==> config.mk <==
export PLATFORM = sky130hd
export DESIGN_NAME = uart_rx_oversampled
export DESIGN_NICKNAME = d
export VERILOG_FILES = /design/src/rtl/uart_rx_oversampled.sv
export SDC_FILE = /design/constraint.sdc
export NUM_CORES = 1
export LEC_CHECK = 0
export CORE_UTILIZATION = 40
export CTS_BUF_LIST = sky130_fd_sc_hd__clkbuf_2 sky130_fd_sc_hd__clkbuf_4 sky130_fd_sc_hd__clkbuf_8
export CTS_CLUSTER_DIAMETER = 120
export CTS_CLUSTER_SIZE = 24
export DETAILED_ROUTE_END_ITERATION = 16
export DONT_BUFFER_PORTS = 1
export GPL_TIMING_DRIVEN = 0
export PLACE_DENSITY = 0.67
export SLEW_MARGIN = 15
export SYNTH_ARGS = -nofsm -noshare
export SYNTH_HDL_FRONTEND = slang
export SYNTH_SLANG_ARGS = --single-unit
export TNS_END_PERCENT = 30
==> constraint.sdc <==
create_clock -name clk -period 2 [get_ports clk]
set_input_delay 0.5 -clock clk [delete_from_list [all_inputs] [get_ports clk]]
set_output_delay 0.5 -clock clk [all_outputs]
set_load 0.01 [all_outputs]
==> src/rtl/uart_rx_oversampled.sv <==
// Oversampling UART receiver.
// Frame: start(0), INPUT_DATA_WIDTH data bits LSB first, optional parity, stop(1).
// serial_in passes through a reset-to-1 synchronizer chain. One free counter
// times every sample: the start bit is checked at its midpoint, and every
// later bit is taken one full bit period after the previous sample.
// Good frames pulse data_is_valid and update received_data. A parity mismatch
// pulses rx_error. A low stop bit pulses framing_error, and the receiver then
// waits for the line to return high, so a break is not decoded as a stream of
// frames. The state register state_q is a named enum for easy probing.
module uart_rx_oversampled #(
    parameter int INPUT_DATA_WIDTH           = 8,
    parameter int PARITY_ENABLED             = 1,
    parameter int PARITY_TYPE                = 0,
    parameter int CLOCKS_PER_BIT             = 8,
    parameter int NUMBER_OF_RX_SYNCHRONIZERS = 3
) (
    input  logic                        clk,
    input  logic                        reset,
    input  logic                        serial_in,
    output logic [INPUT_DATA_WIDTH-1:0] received_data,
    output logic                        data_is_valid,
    output logic                        rx_error,
    output logic                        framing_error,
    output logic                        o_busy
);

    localparam int CNT_W = $clog2(CLOCKS_PER_BIT);
    localparam int IDX_W = (INPUT_DATA_WIDTH > 1) ? $clog2(INPUT_DATA_WIDTH) : 1;
    localparam int SYN_N = NUMBER_OF_RX_SYNCHRONIZERS;

    // Sample points: mid start bit, then one full bit period apart.
    localparam logic [CNT_W-1:0] CNT_HALF   = CNT_W'(CLOCKS_PER_BIT / 2 - 1);
    localparam logic [CNT_W-1:0] CNT_LAST   = CNT_W'(CLOCKS_PER_BIT - 1);
    localparam logic [IDX_W-1:0] IDX_LAST   = IDX_W'(INPUT_DATA_WIDTH - 1);
    localparam logic             HAS_PARITY = (PARITY_ENABLED != 0);
    localparam logic             ODD_PARITY = (PARITY_TYPE != 0);

    typedef enum logic [2:0] {
        S_IDLE      = 3'd0,
        S_START     = 3'd1,
        S_DATA      = 3'd2,
        S_PARITY    = 3'd3,
        S_STOP      = 3'd4,
        S_WAIT_HIGH = 3'd5
    } state_t;

    logic [SYN_N-1:0]            sync_q, sync_d;
    state_t                      state_q, state_d;
    logic [CNT_W-1:0]            cnt_q, cnt_d;
    logic [IDX_W-1:0]            idx_q, idx_d;
    logic [INPUT_DATA_WIDTH-1:0] shift_q, shift_d;
    logic                        parity_q, parity_d;
    logic [INPUT_DATA_WIDTH-1:0] data_q, data_d;
    logic                        valid_q, valid_d;
    logic                        perr_q, perr_d;
    logic                        ferr_q, ferr_d;
    logic                        busy_q, busy_d;

    logic rx_s;
    logic parity_ok;

    assign rx_s      = sync_q[SYN_N-1];
    assign parity_ok = (parity_q == ((^shift_q) ^ ODD_PARITY));

    // Synchronizer chain: serial_in enters at bit 0 and leaves at the top bit.
    always_comb begin
        sync_d[0] = serial_in;
        for (int i = 1; i < SYN_N; i++) begin
            sync_d[i] = sync_q[i-1];
        end
    end

    // Next-state logic: bit timing, data capture, frame checks and pulses.
    always_comb begin
        state_d  = state_q;
        cnt_d    = cnt_q;
        idx_d    = idx_q;
        shift_d  = shift_q;
        parity_d = parity_q;
        data_d   = data_q;
        valid_d  = 1'b0;
        perr_d   = 1'b0;
        ferr_d   = 1'b0;

        case (state_q)
            S_IDLE: begin
                cnt_d = '0;
                if (!rx_s) begin
                    state_d = S_START;
                end
            end

            S_START: begin
                if (cnt_q == CNT_HALF) begin
                    cnt_d   = '0;
                    idx_d   = '0;
                    // A high line at mid start bit means the low was only a glitch.
                    state_d = rx_s ? S_IDLE : S_DATA;
                end else begin
                    cnt_d = cnt_q + 1'b1;
                end
            end

            S_DATA: begin
                if (cnt_q == CNT_LAST) begin
                    cnt_d          = '0;
                    shift_d[idx_q] = rx_s;
                    idx_d          = idx_q + 1'b1;
                    if (idx_q == IDX_LAST) begin
                        state_d = HAS_PARITY ? S_PARITY : S_STOP;
                    end
                end else begin
                    cnt_d = cnt_q + 1'b1;
                end
            end

            S_PARITY: begin
                if (cnt_q == CNT_LAST) begin
                    cnt_d    = '0;
                    parity_d = rx_s;
                    state_d  = S_STOP;
                end else begin
                    cnt_d = cnt_q + 1'b1;
                end
            end

            S_STOP: begin
                if (cnt_q == CNT_LAST) begin
                    cnt_d = '0;
                    if (rx_s) begin
                        state_d = S_IDLE;
                        if (!HAS_PARITY || parity_ok) begin
                            valid_d = 1'b1;
                            data_d  = shift_q;
                        end else begin
                            perr_d = 1'b1;
                        end
                    end else begin
                        // A low stop bit hides any parity verdict.
                        ferr_d  = 1'b1;
                        state_d = S_WAIT_HIGH;
                    end
                end else begin
                    cnt_d = cnt_q + 1'b1;
                end
            end

            S_WAIT_HIGH: begin
                cnt_d = '0;
                if (rx_s) begin
                    state_d = S_IDLE;
                end
            end

            default: begin
                state_d = S_IDLE;
                cnt_d   = '0;
            end
        endcase

        busy_d = (state_d != S_IDLE);
    end

    // Registered state and outputs; synchronous reset aborts any frame in flight.
    always_ff @(posedge clk) begin
        if (reset) begin
            sync_q   <= '1;
            state_q  <= S_IDLE;
            cnt_q    <= '0;
            idx_q    <= '0;
            shift_q  <= '0;
            parity_q <= 1'b0;
            data_q   <= '0;
            valid_q  <= 1'b0;
            perr_q   <= 1'b0;
            ferr_q   <= 1'b0;
            busy_q   <= 1'b0;
        end else begin
            sync_q   <= sync_d;
            state_q  <= state_d;
            cnt_q    <= cnt_d;
            idx_q    <= idx_d;
            shift_q  <= shift_d;
            parity_q <= parity_d;
            data_q   <= data_d;
            valid_q  <= valid_d;
            perr_q   <= perr_d;
            ferr_q   <= ferr_d;
            busy_q   <= busy_d;
        end
    end

    assign received_data = data_q;
    assign data_is_valid = valid_q;
    assign rx_error      = perr_q;
    assign framing_error = ferr_q;
    assign o_busy        = busy_q;

endmodule

==> key figures <==
Setup path
  – CP max FO: 9
  – Crit-path leading delay family: simple AND/OR/NAND/NOR gates
  – Crit-path cells: ha_2, ha_4, inv_1, or3_1, a21o_1, a22oi_1, nor2_1
  – Req. time, crit path: 2160 ps
  – CP peak stage delay: 420 ps
  – Crit. End Element: flip-flop
  – Slowest CP cell: or3_1
  – Worst path buffer plus inverter count: 1
  – Worst Path Arrival: 2030 ps
  – Crit path launch type: flip-flop
  – Critical path type: reg2reg

Timing
  – Slew headroom: 0.704
  – # setup viols final: 0
  – FMAX: 535 MHz
  – Tcrit/Tclk final: 0.935
  – Final Slew Violations: 0
  – RSZ-0062 raised after global routing: no
  – Final Hold Fails: 0
  – Clock skew: 6.13 ps
  – Worst slew pin tran: 443 ps
  – Fin crit period: 1870 ps
  – Hold WS: 284 ps

Synth
  – FFs w/ async S/R, synth: 0
  – Ys flop type: dfxtp_1
  – Unique masters post-synth: 35
  – Syn Area/Cell: 9.41 µm²
  – Synthesized flop and latch total: 33
  – Post-synthesis sequential area ratio: 0.428
  – Synthesized cell area: 0.00154 mm²
  – Post-synth EDFFs: 0
  – Ys Warns: 0
  – Total nets after synthesis: 174
  – Synth Instances: 164

Finish
  – Fin util: 0.464
  – Share of cells above drive strength 1: 0.105
  – Ant. Diodes: 0
  – Fin area: 0.00171 mm²
  – Area taken by multi-input logic gates: 836 µm²
  – Storage cell area: 661 µm²
  – Fin cells: 219
  – Fill cells: 360
  – Area Overhead vs Synth: 10.9%
  – Layout Nets: 180

Place
  – Placed cells: 212
  – Placed cell area: 0.00160 mm²
  – DP HPWL: 2070 µm
  – # port buffers: 0
  – Global placer's final weighted congestion: 0.841

Floorplanning
  – DIE HEIGHT: 64.1 µm
  – Die width: 64.1 µm
  – Die ar.: 0.00411 mm²
  – Core outline area: 0.00369 mm²
  – Row count: 22
  – Number of top-level pins: 15
  – Initial Util: 0.419

Status
  – Status: completed

Clock tree
  – Post-CTS setup buffer count: 0
  – Reg clk slew, reported paths: 70 ps
  – CTS buffer count: 5
  – Clock Path Buffers: 2
  – H-tree levels: 2
  – CTS tree: built
  – Clock Tree Root: clkbuf_8
  – Worst skew pair latency: 280 ps
  – Num Clock Sinks: 33

Run
  – Max-cap violations: 0

Power and ir drop
  – Worst vdd ir: 0.329 mV
  – Pwr dens: 704 mW/mm²
  – Power Total: 0.00120 W
  – LEAKAGE: 0.733 nW

Route
  – Drt total wl: 2840 µm
  – Vias per inst: 5.21
  – DR iter-0 viols: 55
  – Pre-Repair DR Iteration Count: 5
  – Via count: 1142
  – DRC: 0
  – DR WL/cell: 13.0 µm
  – ANT nets after route: 0

GRT
  – Met2 usage: 0.266
  – GR peak layer: met2
  – GRT Overall Usage: 0.160
  – Initial antenna violation count: 0
  – Total congestion overflow: 0
  – Largest net degree at the start of global routing: 11
  – GRT met3 Usage: 0.0500
  – Grt met1 use: 0.186
  – Global-route wire length before repair: 5000 µm
  – Vias in the first global route: 1131

Min path
  – Hold Crit Class: in2reg
[area by class of cell]
cell class / count / area share
tap: 48 / 0.0351
multi-input combinational: 115 / 0.488
inverter: 5 / 0.0110
clock buffer: 8 / 0.0534
sequential: 33 / 0.386
buffer: 10 / 0.0263
[cells in the final DEF (no fill, tap or decap), types with 3 or more instances in the layout]
cell and instances:
a21oi_1 6, and2_1 3, clkbuf_1 9, clkbuf_4 3
clkbuf_8 5, dfxtp_1 33, ha_1 5, inv_1 5
mux2i_1 16, nand2_1 4, nand2b_1 3, nand3_1 3
nand3b_1 3, nor2_1 28, nor3_1 5, nor3b_1 4
or2_2 4, xor2_1 3
[logic make-up after synthesis]
kind of cell             count (synthesis)  share of synthesized area
AO/OA/AOI/OAI                           18                     0.0762
buffers and inverters                   16                     0.0438
adder cells (fa/ha/maj)                  7                     0.0567
flip-flops                              33                      0.428
AND/OR/NAND/NOR                         66                      0.224
XOR/XNOR                                 7                     0.0575
multiplexers                            17                      0.113
[where the power goes]
part	switching (W)	internal [W]
clock network	0.000229	0.000288
logic	0.0000163	0.00000842
registers	0.00000252	0.000661
total	0.000248	0.000957
[per-stage QoR]
stage / setup TNS (ps) / setup WS (ps)
after floorplan: 0 / 88.4
final: 0 / 130
after CTS: 0 / 28.2
after global placement: -230 / -91.4
after detailed placement: -412 / -163
after global routing: 0 / 22.2
[metal layers]
layer  wire (µm)  share of wire
met5           0              0
met4          53          0.019
met1        1270           0.45
met2        1380           0.49
met3         136          0.048
[state kept, by name, summed over array words and instances (netlist names)]
register / cells
cnt_q: 3
data_is_valid: 1
framing_error: 1
idx_q: 3
o_busy: 1
parity_q: 1
received_data: 8
rx_error: 1
shift_q: 8
state_q: 3
sync_q: 3
[worst reg2reg max path, cell delays in order, from the launching register on]
cell	delay, ps
dfxtp_1	340
ha_2	240
ha_4	200
inv_1	90
or3_1	420
a21o_1	210
a22oi_1	190
nor2_1	60
[final timing paths]
check	startpoint	endpoint	slack, ps	cells after the start
worst min register to register	sync_q[1]	sync_q[2]	410	1
worst max register to register	cnt_q[0]	idx_q[2]	130	7
worst min-delay path	reset	state_q[2]	280	1
worst max-delay path	cnt_q[0]	idx_q[2]	130	7
[Yosys cell counts (4+ instances only)]
| master | instances | share of area |
|---|---|---|
| dfxtp_1 | 33 | 0.43 |
| nor2_1 | 28 | 0.068 |
| mux2i_1 | 16 | 0.10 |
| clkbuf_1 | 10 | 0.024 |
| ha_1 | 7 | 0.057 |
| a21oi_1 | 6 | 0.019 |
| inv_1 | 5 | 0.012 |
| nor3_1 | 5 | 0.016 |
| nor3b_1 | 5 | 0.024 |
| nand2_1 | 4 | 0.0097 |
| or2_2 | 4 | 0.016 |
[what timing repair did]
item / CTS / global route
resized for setup: 1 / 3
setup endpoints to repair: 3 / 11
hold buffers: 0 / 0
Power figures use the tool's default switching activity.
